==> src/rtl/npc_multicycle_ctrl_if.sv <==
// Memory-side handshake bundle for the NPC multi-cycle sequencer:
// instruction-fetch channel and data load/store channel.
interface npc_multicycle_ctrl_if #(
  parameter int unsigned XLEN = 64
);
  logic            imem_req_valid;
  logic            imem_req_ready;
  logic [XLEN-1:0] imem_req_addr;
  logic            imem_rsp_valid;
  logic [31:0]     imem_rsp_data;

  logic            dmem_req_valid;
  logic            dmem_req_ready;
  logic            dmem_req_wen;
  logic            dmem_rsp_valid;

  modport master (
    output imem_req_valid,
    output imem_req_addr,
    input  imem_req_ready,
    input  imem_rsp_valid,
    input  imem_rsp_data,
    output dmem_req_valid,
    output dmem_req_wen,
    input  dmem_req_ready,
    input  dmem_rsp_valid
  );

  modport slave (
    input  imem_req_valid,
    input  imem_req_addr,
    output imem_req_ready,
    output imem_rsp_valid,
    output imem_rsp_data,
    input  dmem_req_valid,
    input  dmem_req_wen,
    output dmem_req_ready,
    output dmem_rsp_valid
  );
endinterface

==> src/rtl/npc_multicycle_ctrl.sv <==
// Multi-cycle sequencer for the NPC core: owns PC and instruction register,
// drives imem/dmem handshakes and gates writeback/PC update to one commit per instruction.
module npc_multicycle_ctrl #(
  parameter int unsigned XLEN     = 64,
  parameter logic [63:0] RESET_PC = 64'h8000_0000,
  parameter int unsigned RET_W    = 64
) (
  input  logic                  clk,
  input  logic                  rst,
  npc_multicycle_ctrl_if.master bus,
  input  logic                  dec_is_load,
  input  logic                  dec_is_store,
  input  logic                  dec_is_ebreak,
  input  logic                  dec_rf_wen,
  input  logic [XLEN-1:0]       exu_nextpc,
  output logic [XLEN-1:0]       pc,
  output logic [31:0]           inst,
  output logic                  rf_wen,
  output logic                  commit,
  output logic                  halted,
  output logic                  misaligned,
  output logic [RET_W-1:0]      retired
);

  typedef enum logic [2:0] {
    S_FETCH,
    S_IWAIT,
    S_EXEC,
    S_MREQ,
    S_MWAIT,
    S_WB,
    S_HALT
  } state_e;

  localparam logic [XLEN-1:0] PC_RST   = XLEN'(RESET_PC);
  localparam logic [31:0]     INST_NOP = 32'h0000_0013;

  state_e           state_q, state_d;
  logic [XLEN-1:0]  pc_q, pc_d;
  logic [31:0]      inst_q, inst_d;
  logic [RET_W-1:0] ret_q, ret_d;
  logic             halted_q, halted_d;
  logic             mis_q, mis_d;

  logic             imem_valid;
  logic             dmem_valid;
  logic             dmem_wen;
  logic             rf_wen_c;
  logic             commit_c;
  logic             pc_aligned;

  assign pc_aligned = (pc_q[1:0] == 2'b00);

  always_comb begin
    state_d    = state_q;
    pc_d       = pc_q;
    inst_d     = inst_q;
    ret_d      = ret_q;
    halted_d   = halted_q;
    mis_d      = mis_q;
    imem_valid = 1'b0;
    dmem_valid = 1'b0;
    dmem_wen   = 1'b0;
    rf_wen_c   = 1'b0;
    commit_c   = 1'b0;

    unique case (state_q)
      S_FETCH: begin
        // A misaligned PC is caught before any request leaves the core.
        if (!pc_aligned) begin
          state_d  = S_HALT;
          halted_d = 1'b1;
          mis_d    = 1'b1;
        end else begin
          imem_valid = 1'b1;
          if (bus.imem_req_ready) begin
            state_d = S_IWAIT;
          end
        end
      end

      S_IWAIT: begin
        if (bus.imem_rsp_valid) begin
          inst_d  = bus.imem_rsp_data;
          state_d = S_EXEC;
        end
      end

      S_EXEC: begin
        if (dec_is_ebreak) begin
          commit_c = 1'b1;
          ret_d    = ret_q + RET_W'(1);
          halted_d = 1'b1;
          state_d  = S_HALT;
        end else if (dec_is_load || dec_is_store) begin
          state_d = S_MREQ;
        end else begin
          state_d = S_WB;
        end
      end

      S_MREQ: begin
        dmem_valid = 1'b1;
        dmem_wen   = dec_is_store;
        if (bus.dmem_req_ready) begin
          state_d = S_MWAIT;
        end
      end

      S_MWAIT: begin
        if (bus.dmem_rsp_valid) begin
          state_d = S_WB;
        end
      end

      S_WB: begin
        rf_wen_c = dec_rf_wen & ~dec_is_store;
        commit_c = 1'b1;
        pc_d     = exu_nextpc;
        ret_d    = ret_q + RET_W'(1);
        state_d  = S_FETCH;
      end

      S_HALT: begin
        state_d = S_HALT;
      end

      default: begin
        state_d = S_FETCH;
      end
    endcase
  end

  always_ff @(posedge clk or posedge rst) begin
    if (rst) begin
      state_q  <= S_FETCH;
      pc_q     <= PC_RST;
      inst_q   <= INST_NOP;
      ret_q    <= '0;
      halted_q <= 1'b0;
      mis_q    <= 1'b0;
    end else begin
      state_q  <= state_d;
      pc_q     <= pc_d;
      inst_q   <= inst_d;
      ret_q    <= ret_d;
      halted_q <= halted_d;
      mis_q    <= mis_d;
    end
  end

  // Reset parks the FSM in FETCH; the request must still read as idle while rst is high.
  assign bus.imem_req_valid = imem_valid & ~rst;
  assign bus.imem_req_addr  = pc_q;
  assign bus.dmem_req_valid = dmem_valid;
  assign bus.dmem_req_wen   = dmem_wen;

  assign pc         = pc_q;
  assign inst       = inst_q;
  assign rf_wen     = rf_wen_c;
  assign commit     = commit_c;
  assign halted     = halted_q;
  assign misaligned = mis_q;
  assign retired    = ret_q;

endmodule

==> src/flat_wrapper.sv <==
// flat-port wrapper written by rule: the top's interface ports become plain ports
module npc_multicycle_ctrl_flat 
#(
  parameter int unsigned XLEN     = 64,
  parameter logic [63:0] RESET_PC = 64'h8000_0000,
  parameter int unsigned RET_W    = 64
)
  (clk, rst, dec_is_load, dec_is_store, dec_is_ebreak, dec_rf_wen, exu_nextpc, pc, inst, rf_wen, commit, halted, misaligned, retired, bus_imem_req_valid, bus_imem_req_addr, bus_imem_req_ready, bus_imem_rsp_valid, bus_imem_rsp_data, bus_dmem_req_valid, bus_dmem_req_wen, bus_dmem_req_ready, bus_dmem_rsp_valid);
  npc_multicycle_ctrl_if #(.XLEN(XLEN)) bus_i ();
  input  logic clk;
  input  logic rst;
  input  logic dec_is_load;
  input  logic dec_is_store;
  input  logic dec_is_ebreak;
  input  logic dec_rf_wen;
  input  logic [XLEN-1:0] exu_nextpc;
  output logic [XLEN-1:0] pc;
  output logic [31:0] inst;
  output logic rf_wen;
  output logic commit;
  output logic halted;
  output logic misaligned;
  output logic [RET_W-1:0] retired;
  output wire logic [$bits(bus_i.imem_req_valid)-1:0] bus_imem_req_valid;
  output wire logic [$bits(bus_i.imem_req_addr)-1:0] bus_imem_req_addr;
  input wire logic [$bits(bus_i.imem_req_ready)-1:0] bus_imem_req_ready;
  input wire logic [$bits(bus_i.imem_rsp_valid)-1:0] bus_imem_rsp_valid;
  input wire logic [$bits(bus_i.imem_rsp_data)-1:0] bus_imem_rsp_data;
  output wire logic [$bits(bus_i.dmem_req_valid)-1:0] bus_dmem_req_valid;
  output wire logic [$bits(bus_i.dmem_req_wen)-1:0] bus_dmem_req_wen;
  input wire logic [$bits(bus_i.dmem_req_ready)-1:0] bus_dmem_req_ready;
  input wire logic [$bits(bus_i.dmem_rsp_valid)-1:0] bus_dmem_rsp_valid;
  assign bus_imem_req_valid = bus_i.imem_req_valid;
  assign bus_imem_req_addr = bus_i.imem_req_addr;
  assign bus_i.imem_req_ready = bus_imem_req_ready;
  assign bus_i.imem_rsp_valid = bus_imem_rsp_valid;
  assign bus_i.imem_rsp_data = bus_imem_rsp_data;
  assign bus_dmem_req_valid = bus_i.dmem_req_valid;
  assign bus_dmem_req_wen = bus_i.dmem_req_wen;
  assign bus_i.dmem_req_ready = bus_dmem_req_ready;
  assign bus_i.dmem_rsp_valid = bus_dmem_rsp_valid;
  npc_multicycle_ctrl #(.XLEN(XLEN), .RESET_PC(RESET_PC), .RET_W(RET_W)) u_core (.clk(clk), .rst(rst), .bus(bus_i), .dec_is_load(dec_is_load), .dec_is_store(dec_is_store), .dec_is_ebreak(dec_is_ebreak), .dec_rf_wen(dec_rf_wen), .exu_nextpc(exu_nextpc), .pc(pc), .inst(inst), .rf_wen(rf_wen), .commit(commit), .halted(halted), .misaligned(misaligned), .retired(retired));
endmodule
==> config.mk <==
export PLATFORM = sky130hd
export DESIGN_NAME = npc_multicycle_ctrl_flat
export DESIGN_NICKNAME = d
export VERILOG_FILES = /design/src/rtl/npc_multicycle_ctrl_if.sv /design/src/rtl/npc_multicycle_ctrl.sv /design/src/flat_wrapper.sv
export SDC_FILE = /design/constraint.sdc
export NUM_CORES = 1
export LEC_CHECK = 0
export ABC_AREA = 1
export ABC_CLOCK_PERIOD_IN_PS = 10280
export BUFFER_PORTS_ARGS = -buffer_cell sky130_fd_sc_hd__buf_2
export CORE_MARGIN = 3
export CORE_UTILIZATION = 45
export CTS_BUF_LIST = sky130_fd_sc_hd__clkbuf_8
export DETAILED_ROUTE_END_ITERATION = 12
export HOLD_SLACK_MARGIN = 0.06
export MAX_ROUTING_LAYER = met4
export PLACE_DENSITY_LB_ADDON = 0.1
export SKIP_CTS_REPAIR_TIMING = 1
export SLEW_MARGIN = 25
export SYNTH_ARGS = -nofsm -noshare
export SYNTH_HDL_FRONTEND = slang
export SYNTH_SLANG_ARGS = --single-unit
export TNS_END_PERCENT = 10
==> constraint.sdc <==
create_clock -name clk -period 10.28 [get_ports clk]
set_input_delay 0 -clock clk [delete_from_list [all_inputs] [get_ports clk]]
set_output_delay 0 -clock clk [all_outputs]
set_load 0.005 [all_outputs]
### Word level (Yosys, flattened, before mapping)

Cells that the tools add are included.

| storage, ports and cells | value |
|---|---|
| flip-flop bits (word level) | 165 |
| input bits | 106 |
| output and inout port bits | 231 |
| word-level logic and storage cells | 54 |

| cells by class | value |
|---|---|
| add/subtract/negate cells | 1 |
| eq/ne operators | 12 |
| mux-type cells | 20 |
| bitwise logic cells | 5 |
| reductions and logical operators | 10 |

Operators by type and width:

| kind | count |
|---|---|
| 64-bit case mux with 2 select lines | 1 |
| 64-bit by 1-bit adder with 64-bit output, second input constant | 1 |
| 64-bit 2-to-1 mux | 1 |
| 3-bit 2-to-1 mux | 7 |
| 3-bit case mux with 6 select lines | 1 |
| 2-bit != test, second input constant | 5 |
| 3-bit equality test, second input constant | 3 |
| 1-bit 2-to-1 mux | 8 |
| 3-bit by 2-bit equality test with 1-bit output, second input constant | 2 |
| 2-bit AND reduction | 3 |
| 1-bit case mux with 2 select lines | 2 |
| 4-bit AND reduction | 1 |
| 2-bit nonzero test | 2 |
| 3-bit by 1-bit equality test with 1-bit output, second input constant | 1 |
| 3-bit zero test | 1 |
| 3-bit != test, second input constant | 1 |
| 1-bit inverter | 3 |
| 3-bit AND reduction | 1 |
| 1-bit AND | 2 |
| 2-bit zero test | 1 |
| 1-bit logical OR | 1 |

### Longest topological paths before layout

Gate-level depths: netlist of the first run.

| depth | value |
|---|---|
| depth after elaboration | 4 |
| gate-level depth with buffers | 11 |
| depth with buffers taken out | 11 |

### Worst setup path after synthesis of the first run

OpenSTA, ideal clock, no wires.

| timing | value |
|---|---|
| kind | register -> register |
| start | register u_core.ret_q[0] (netlist: u_core.retired[0]) |
| end | register u_core.ret_q[32] (netlist: u_core.retired[32]) |
| data arrival time | 1415 ps |
| required time | 10163 ps |
| slack | 8748 ps |
| cell stages (with the launch flop) | 11 |
| buffers on the path | 0 |
| clock period less this slack | 1532 ps |
| cell sequence | dfrtp_1 -> ha_1 -> inv_1 -> nor2_1 -> nand2_1 -> nor2_1 -> nand2_1 -> nor2_1 -> nand3_1 -> nand2_1 -> nand2_1 |

| on the way | value |
|---|---|
| word-level cells in the longest chain between the ends | 3 |

Ends and longest elaborated chain:

| what | line | text |
|---|---|---|
| from (decl) | npc_multicycle_ctrl.sv:41 | `logic [RET_W-1:0] ret_q, ret_d;` |
| from (signal assigned) | npc_multicycle_ctrl.sv:146 | `ret_q <= ret_d;` |
| 64-bit by 1-bit adder with 64-bit output * | npc_multicycle_ctrl.sv:92, npc_multicycle_ctrl.sv:120 |  |
| 64-bit 2-to-1 mux | npc_multicycle_ctrl.sv:90 | `if (dec_is_ebreak) begin` |
| 64-bit case mux with 2 select lines * | npc_multicycle_ctrl.sv:67 | `unique case (state_q)` |

Every way passes the cells marked *; elsewhere a longest branch is shown, timed or not. The select of a mux whose other input is x is not followed.
A chain may end at the register's enable or synchronous reset.

### Worst setup path in the final report of the first run

| timing | value |
|---|---|
| start | register u_core.state_q[1] |
| end | register u_core.state_q[1] |

| on the way | value |
|---|---|
| word-level cells in the longest chain between the ends | 3 |

Ends and longest elaborated chain:

| what | line | text |
|---|---|---|
| from (decl) | npc_multicycle_ctrl.sv:38 | `state_e state_q, state_d;` |
| from (signal assigned) | npc_multicycle_ctrl.sv:143 | `state_q <= state_d;` |
| 3-bit equality test (tied with other cells) | npc_multicycle_ctrl.sv:67 |  |
| 2-bit != test (no line) / 3-bit != test (equally long branches) | n/a |  |
| 4-bit AND reduction (no line) | n/a |  |

Several ways; a longest one is shown, not always the timed one.

==> flow_metrics.env, run 1 <==
export IMPL_run_status="finished clean"
export IMPL_synthesis_area_um2=8102
export IMPL_finalNetCount=1345
export IMPL_floorplan_initialDensity=0.4636
export IMPL_timing_rr_start="u_core.state_q[1]"
export IMPL_floorplan_rows=48
export IMPL_ctsHtreeMaxLevel=4
export IMPL_stdcell_count=1476
export IMPL_synth_seq_area_share=0.5103
export IMPL_clk_insertion_delay_late_ns=0.44
export IMPL_hold_viol=0
export IMPL_die_height_um=140.2
export IMPL_reg2reg_depth=8
export IMPL_post_place_cells=1341
export IMPL_final_antenna_net_count=0
export IMPL_netlist_top_cells_area="sky130_fd_sc_hd__dfrtp_1 (50%), sky130_fd_sc_hd__mux2_2 (13%), sky130_fd_sc_hd__nand2_1 (9.4%)"
export IMPL_yosysTopAreaCellShare=0.4973
export IMPL_share_comb_of_total_power=0.361
export IMPL_synth_largest_area_cell="sky130_fd_sc_hd__dfrtp_1"
export IMPL_synthFlopType="sky130_fd_sc_hd__dfrtp_1"
export IMPL_grt_use_total=0.2279
export IMPL_wl_mm=23.52
export IMPL_route_detailed_drc=0
export IMPL_post_dp_hpwl_mm=17.31
export IMPL_timing_worst_slew_pin_value_ns=0.8302
export IMPL_slack_of_the_worst_reg_to_reg_path_ns=8.25
export IMPL_via_count=7015
export IMPL_via_density_per_instance=4.753
export IMPL_synthesis_instances=852
export IMPL_crit_path_start="u_core.state_q[1]"
export IMPL_cp_max_fo=6
export IMPL_synth_enable_flop_cells=0
export IMPL_num_fill_cells=1464
export IMPL_worst_r2r_endpoint="u_core.state_q[1]"
export IMPL_detailedRoute_firstIterationViolations=308
export IMPL_static_leakage_power_nw=5.595
export IMPL_maximum_number_of_pins_on_one_net_before_global_route_repair=89
export IMPL_power_sequential_fraction=0.421
export IMPL_timing_hold_ws_ns=0.2685
export IMPL_area_growth_pct=36.23
export IMPL_design_core_area_um2=17480
export IMPL_vdd_drop_max_mv=0.1438
export IMPL_setup_tns_ns=0
export IMPL_design_die_area_um2=19650
export IMPL_grt_first_pass_wirelength_mm=34.50
export IMPL_skew_ns=0.01179
export IMPL_crit_path_end_kind="flop"
export IMPL_worst_endpoint_required_ns=10.61
export IMPL_die_w_um=140.2
export IMPL_antenna_diode_count=0
export IMPL_flip_flop_and_latch_count_after_synthesis=165
export IMPL_layout_cell_share_with_drive_strength_beyond_1=0.3901
export IMPL_io_buffer_count=336
export IMPL_timing_final_crit_period_ns=2.028
export IMPL_finalSetupViolations=0
export IMPL_switching_power_mw=0.7605
export IMPL_worst_setup_hold_path_clk_slew_ns=0.08
export IMPL_antenna_violations_before_repair=0
export IMPL_grt_setup_unrepaired="no"
export IMPL_setup_crit_path_kind="flop to flop"
export IMPL_ctsRootBufferMaster="sky130_fd_sc_hd__clkbuf_8"
export IMPL_maxSlewHeadroom=0.4465
export IMPL_share_of_total_power_consumed_by_net_switching=0.3171
export IMPL_syn_num_nets=959
export IMPL_synth_common_cells="sky130_fd_sc_hd__nand2_1 (203), sky130_fd_sc_hd__dfrtp_1 (161), sky130_fd_sc_hd__nor2_1 (111)"
export IMPL_detailedRoute_firstPassIterationCount=5
export IMPL_clock_power_share=0.218
export IMPL_max_cap_violations=0
export IMPL_clkSinkCount=165
export IMPL_clk_path_buf_depth=2
export IMPL_gp_congestion=0.8695
export IMPL_part_of_the_cycle_the_worst_path_needs=0.1973
export IMPL_achievable_frequency_ghz=0.4931
export IMPL_synthesis_yosys_warnings=0
export IMPL_post_synth_top_count_cell="sky130_fd_sc_hd__nand2_1"
export IMPL_worstPathArrival_ns=2.35
export IMPL_cts_tree="yes"
export IMPL_power_per_cell_area_nw_per_um2=217.3
export IMPL_synth_async_reset_ratio=1.000
export IMPL_setup_worst_path_start_class="flop"
export IMPL_netlist_cell_type_count=26
export IMPL_report_final_slew_viol_count=0
export IMPL_power_internal_mw=1.638
export IMPL_endpoint_of_the_most_critical_setup_path="u_core.state_q[1]"
export IMPL_synth_avg_cell_area_um2=9.509
export IMPL_min_path_type="input pin to async pin"
export IMPL_wl_per_cell_um=15.93
export IMPL_top_level_ports=337
export IMPL_cts_inserted_buffers=17
export IMPL_globalRoute_totalOverflow=0
export IMPL_first_global_vias=6534
worst min-delay path by stage:
stage,start,endpoint,slack (ns)
floorplan,rst,bus_imem_req_valid,0.03
global route,exu_nextpc[60],u_core.bus.imem_req_addr[60],0.30
CTS,rst,u_core.bus.imem_req_addr[60],-0.27
finish,rst,u_core.bus.imem_req_addr[62],0.27
detailed placement,rst,u_core.inst[10],0.22
global placement,rst,u_core.inst[13],0.22
cells by family (layout without fill, tap and decap cells):
group | after synthesis | count (layout) | share of synthesized area
DFF | 165 | 165 | 0.5103
xor gates and xnor gates | 35 | 35 | 0.03784
and+or+nand+nor | 396 | 396 | 0.2076
buffers and inverters | 146 | 545 | 0.09931
muxes | 96 | 96 | 0.1334
adders and majority gates | 1 | 1 | 0.001544
AOI/OAI and AO/OA | 13 | 13 | 0.01004
critical path, stage by stage, from the launching register on:
cell                            delay (ns)
sky130_fd_sc_hd__dfrtp_1              0.45
sky130_fd_sc_hd__inv_1                0.09
sky130_fd_sc_hd__nor3_1               0.34
sky130_fd_sc_hd__nand2_1              0.12
sky130_fd_sc_hd__o21ai_0              0.12
sky130_fd_sc_hd__nor3_1               0.11
sky130_fd_sc_hd__nand2_1              0.07
sky130_fd_sc_hd__nand2_1              0.05
sky130_fd_sc_hd__dlygate4sd3_1        0.55
registers in the layout, indices dropped and copies added (netlist names):
register and count:
u_core.halted 1, u_core.inst 32, u_core.state_q 3, u_core.retired 64, u_core.bus.imem_req_addr 64, u_core.misaligned 1
power by group through the flow:
| stage | registers [mW] | logic [mW] | clock network [mW] |
|---|---|---|---|
| 3_5_place_dp | 1.02 | 0.825 | 0 |
| 2_1_floorplan | 1.03 | 0.541 | 0 |
| 3_3_place_gp | 1.01 | 0.819 | 0 |
| 6_report | 1.01 | 0.865 | 0.523 |
| 4_1_cts | 1.01 | 0.826 | 0.540 |
| 5_1_grt | 1.04 | 0.940 | 0.565 |
cell type report:
cell class,instances,area [um2],area share
clock buffer,17,234.0,0.02120
clock inverter,15,214.0,0.01939
inverter,71,271.5,0.02460
multi-input combinational,541,3163,0.2866
sequential,165,4134,0.3746
tap,225,281.5,0.02551
timing repair buffer,442,2739,0.2482
layout by cell type, fill, tap and decap left out, drive strengths merged:
cell	instances
buf	339
nand2	204
dfrtp	161
nor2	121
dlygate4sd3	103
mux2	96
inv	73
nand3	35
xor2	18
xnor2	17
clkbuf	17
nand3b	13
o21ai	12
nor3	10
nand4	10
clkinv	6
bufinv	5
dfstp	4
and2	2
clkinvlp	2
a41o	1
and3	1
ha	1
per-stage QoR:
stage,power [mW],util,worst slack [ns],cell area [um2]
floorplan,1.566,-,5.825,8102
global placement,1.826,0.5467,8.365,9554
detailed placement,1.845,0.5467,8.344,9554
CTS,2.373,0.5723,8.197,10000
global route,2.546,0.6315,8.073,11040
finish,2.398,0.6315,8.252,11040
layer usage:
layer,part of all wire,global-route usage,up-vias
met5,0,-,-
met1,0.40,0.2633,3343
met3,0.046,0.04336,30
met4,0.024,0.07190,0
li1,-,-,3423
met2,0.53,0.4012,219
No activity file was read; power rests on OpenSTA's default activity.
==> run 2: changes to the inputs <==
--- a/config.mk
+++ b/config.mk
@@ -6,7 +6,7 @@
 export NUM_CORES = 1
 export LEC_CHECK = 0
 export ABC_AREA = 1
-export ABC_CLOCK_PERIOD_IN_PS = 10280
+export ABC_CLOCK_PERIOD_IN_PS = 2100
 export BUFFER_PORTS_ARGS = -buffer_cell sky130_fd_sc_hd__buf_2
 export CORE_MARGIN = 3
 export CORE_UTILIZATION = 45
==> constraint.sdc (replaced) <==
create_clock -name clk -period 2.1 [get_ports clk]
set_input_delay 0 -clock clk [delete_from_list [all_inputs] [get_ports clk]]
set_output_delay 0 -clock clk [all_outputs]
set_load 0.005 [all_outputs]
==> run 2 against run 1 <==
Net effect:
- sequential share of layout area about the same
- wire length up 1.6%
- combinational power rose to 4.9 times the previous value
- fmax up 4.4%
- clock skew up 0.00070 ns
- worst setup slack worse by 8.1 ns
- total power rose to 4.7 times the previous value
- core utilization down 0.064 points
- cell area down 0.10%
- flip-flop and latch count unchanged
- largest cell class unchanged
==> flow_metrics.env, run 2 (synthesized netlist as in run 1, its figures left out) <==
export IMPL_run_status="finished clean"
export IMPL_commonest_non_fill_non_tap_cells_in_the_layout="sky130_fd_sc_hd__buf_2 (336), sky130_fd_sc_hd__nand2_1 (203), sky130_fd_sc_hd__dfrtp_1 (161), sky130_fd_sc_hd__nor2_1 (111), sky130_fd_sc_hd__dlygate4sd3_1 (104)"
export IMPL_final_antenna_net_count=0
export IMPL_grt_use_total=0.2297
export IMPL_finalInstanceArea_um2=11030
export IMPL_crit_path_max_incr_delay_ns=0.44
export IMPL_setup_worst_path_start_class="flop"
export IMPL_floorplan_initialDensity=0.4636
export IMPL_globalRoute_totalOverflow=0
export IMPL_achievable_frequency_ghz=0.5150
export IMPL_final_common_cell="sky130_fd_sc_hd__buf_2"
export IMPL_num_fill_cells=1479
export IMPL_worst_setup_hold_path_clk_slew_ns=0.09
export IMPL_sequential_cell_area_um2=4134
export IMPL_grt_first_pass_wirelength_mm=34.75
export IMPL_cts_inserted_buffers=17
export IMPL_min_path_cells=7
export IMPL_reg2reg_depth=8
export IMPL_via_count=7034
export IMPL_detailedRoute_firstIterationViolations=328
export IMPL_crit_path_end_kind="flop"
export IMPL_first_global_vias=6456
export IMPL_area_growth_pct=36.09
export IMPL_design_die_area_um2=19650
export IMPL_maxSlewHeadroom=0.6636
export IMPL_wl_mm=23.90
export IMPL_finalNetCount=1351
export IMPL_setup_tns_ns=0
export IMPL_ctsHtreeMaxLevel=4
export IMPL_static_leakage_power_nw=5.578
export IMPL_via_density_per_instance=4.746
export IMPL_vdd_drop_max_mv=0.7079
export IMPL_clkSinkCount=165
export IMPL_top_level_ports=337
export IMPL_cts_tree="yes"
export IMPL_antenna_diode_count=0
export IMPL_die_height_um=140.2
export IMPL_layout_cell_share_with_drive_strength_beyond_1=0.3922
export IMPL_critical_path_slowest_cell="sky130_fd_sc_hd__dfrtp_1"
export IMPL_floorplan_rows=48
export IMPL_max_cap_violations=0
export IMPL_min_path_type="input pin to flop"
export IMPL_grt_setup_unrepaired="no"
export IMPL_finalSetupViolations=0
export IMPL_footprint_of_the_multi_input_gates_um2=3163
export IMPL_die_w_um=140.2
export IMPL_post_dp_hpwl_mm=17.47
export IMPL_route_detailed_drc=0
export IMPL_path_common_cell="sky130_fd_sc_hd__nand2_1"
export IMPL_io_buffer_count=336
export IMPL_timing_final_crit_period_ns=1.942
export IMPL_report_final_slew_viol_count=0
export IMPL_hold_viol=0
export IMPL_timing_worst_slew_pin_value_ns=0.5046
export IMPL_gp_congestion=0.8758
export IMPL_cp_max_fo=14
export IMPL_ctsRootBufferMaster="sky130_fd_sc_hd__clkbuf_8"
export IMPL_wl_per_cell_um=16.12
export IMPL_detailedRoute_firstPassIterationCount=4
export IMPL_dpl_cell_area_um2=9603
export IMPL_cell_chain_critical_path="inv_2 -> nand3_2 -> o21ai_4 -> nand2_1 -> nor2_1 -> nand3_1 -> nand2_1 -> nand2_1"
export IMPL_clk_insertion_delay_late_ns=0.45
export IMPL_setup_crit_path_kind="flop to flop"
export IMPL_skew_ns=0.01250
export IMPL_antenna_violations_before_repair=0
export IMPL_power_per_cell_area_nw_per_um2=1029
export IMPL_design_core_area_um2=17480
export IMPL_worst_endpoint_required_ns=2.46
export IMPL_part_of_the_cycle_the_worst_path_needs=0.9246
export IMPL_worstPathArrival_ns=2.30
export IMPL_maximum_number_of_pins_on_one_net_before_global_route_repair=65
export IMPL_clk_path_buf_depth=2
run 2: cell types whose count changed in the layout (fill, tap and decap cells not counted), sizes merged:
cell,change
clkinvlp,+4
buf,+5
clkbuf,+1
bufinv,-4
inv,+3
dlygate4sd3,+1
clkinv,-4
run 2: worst max-delay path: cells and delay by family, from the launching register on:
family | cells | cell delay, ns
AO/OA/AOI/OAI | 1 | 0.41
buffers and inverters | 1 | 0.13
flip-flops | 1 | 0.44
AND/OR/NAND/NOR | 6 | 0.87
run 2: worst paths after layout:
kind                       slack, ns               from                            to
max                             0.16  u_core.state_q[2]            u_core.retired[32]
min                             0.05       dec_is_store             u_core.state_q[1]
min in group asynchronous       0.64                rst             u_core.state_q[1]
min reg2reg                     0.48      u_core.halted                 u_core.halted
max in group asynchronous       0.70                rst  u_core.bus.imem_req_addr[31]
max reg2reg                     0.16  u_core.state_q[2]            u_core.retired[32]
run 2: report_power, final:
group	total [mW]	internal (mW)	switching [mW]	leakage (nW)
logic	4.21	2.34	1.87	3.35
clock network	2.23	0.982	1.25	0.183
registers	4.90	4.23	0.671	2.05
run 2: layout make-up:
cell class / count / area share
Clock buffer: 18 / 0.02247
Clock inverter: 14 / 0.01180
Inverter: 71 / 0.02451
Multi-Input combinational cell: 541 / 0.2869
Sequential cell: 165 / 0.3749
Tap cell: 225 / 0.02553
Timing Repair Buffer: 448 / 0.2539
run 2: metrics by stage:
| step | cells | utilization | power (mW) | hold WS [ns] | setup WS (ns) |
|---|---|---|---|---|---|
| after floorplan | 852 | - | 7.668 | 0.03110 | 0.004488 |
| after global placement | 1346 | 0.5495 | 8.960 | -0.03398 | 0.2401 |
| after detailed placement | 1346 | 0.5495 | 9.028 | -0.03453 | 0.1827 |
| after CTS | 1378 | 0.5711 | 11.28 | -0.5336 | 0.1246 |
| after global routing | 1482 | 0.6309 | 12.06 | 0.05980 | 0.01352 |
| final | 1482 | 0.6309 | 11.35 | 0.04841 | 0.1583 |
run 2: metal layers:
metal	vias to the layer above	part of all wire	GRT usage
met3	33	0.051	0.04336
met2	224	0.53	0.4047
li1	3434	-	-
met4	0	0.021	0.05966
met1	3343	0.39	0.2709
met5	-	0	-
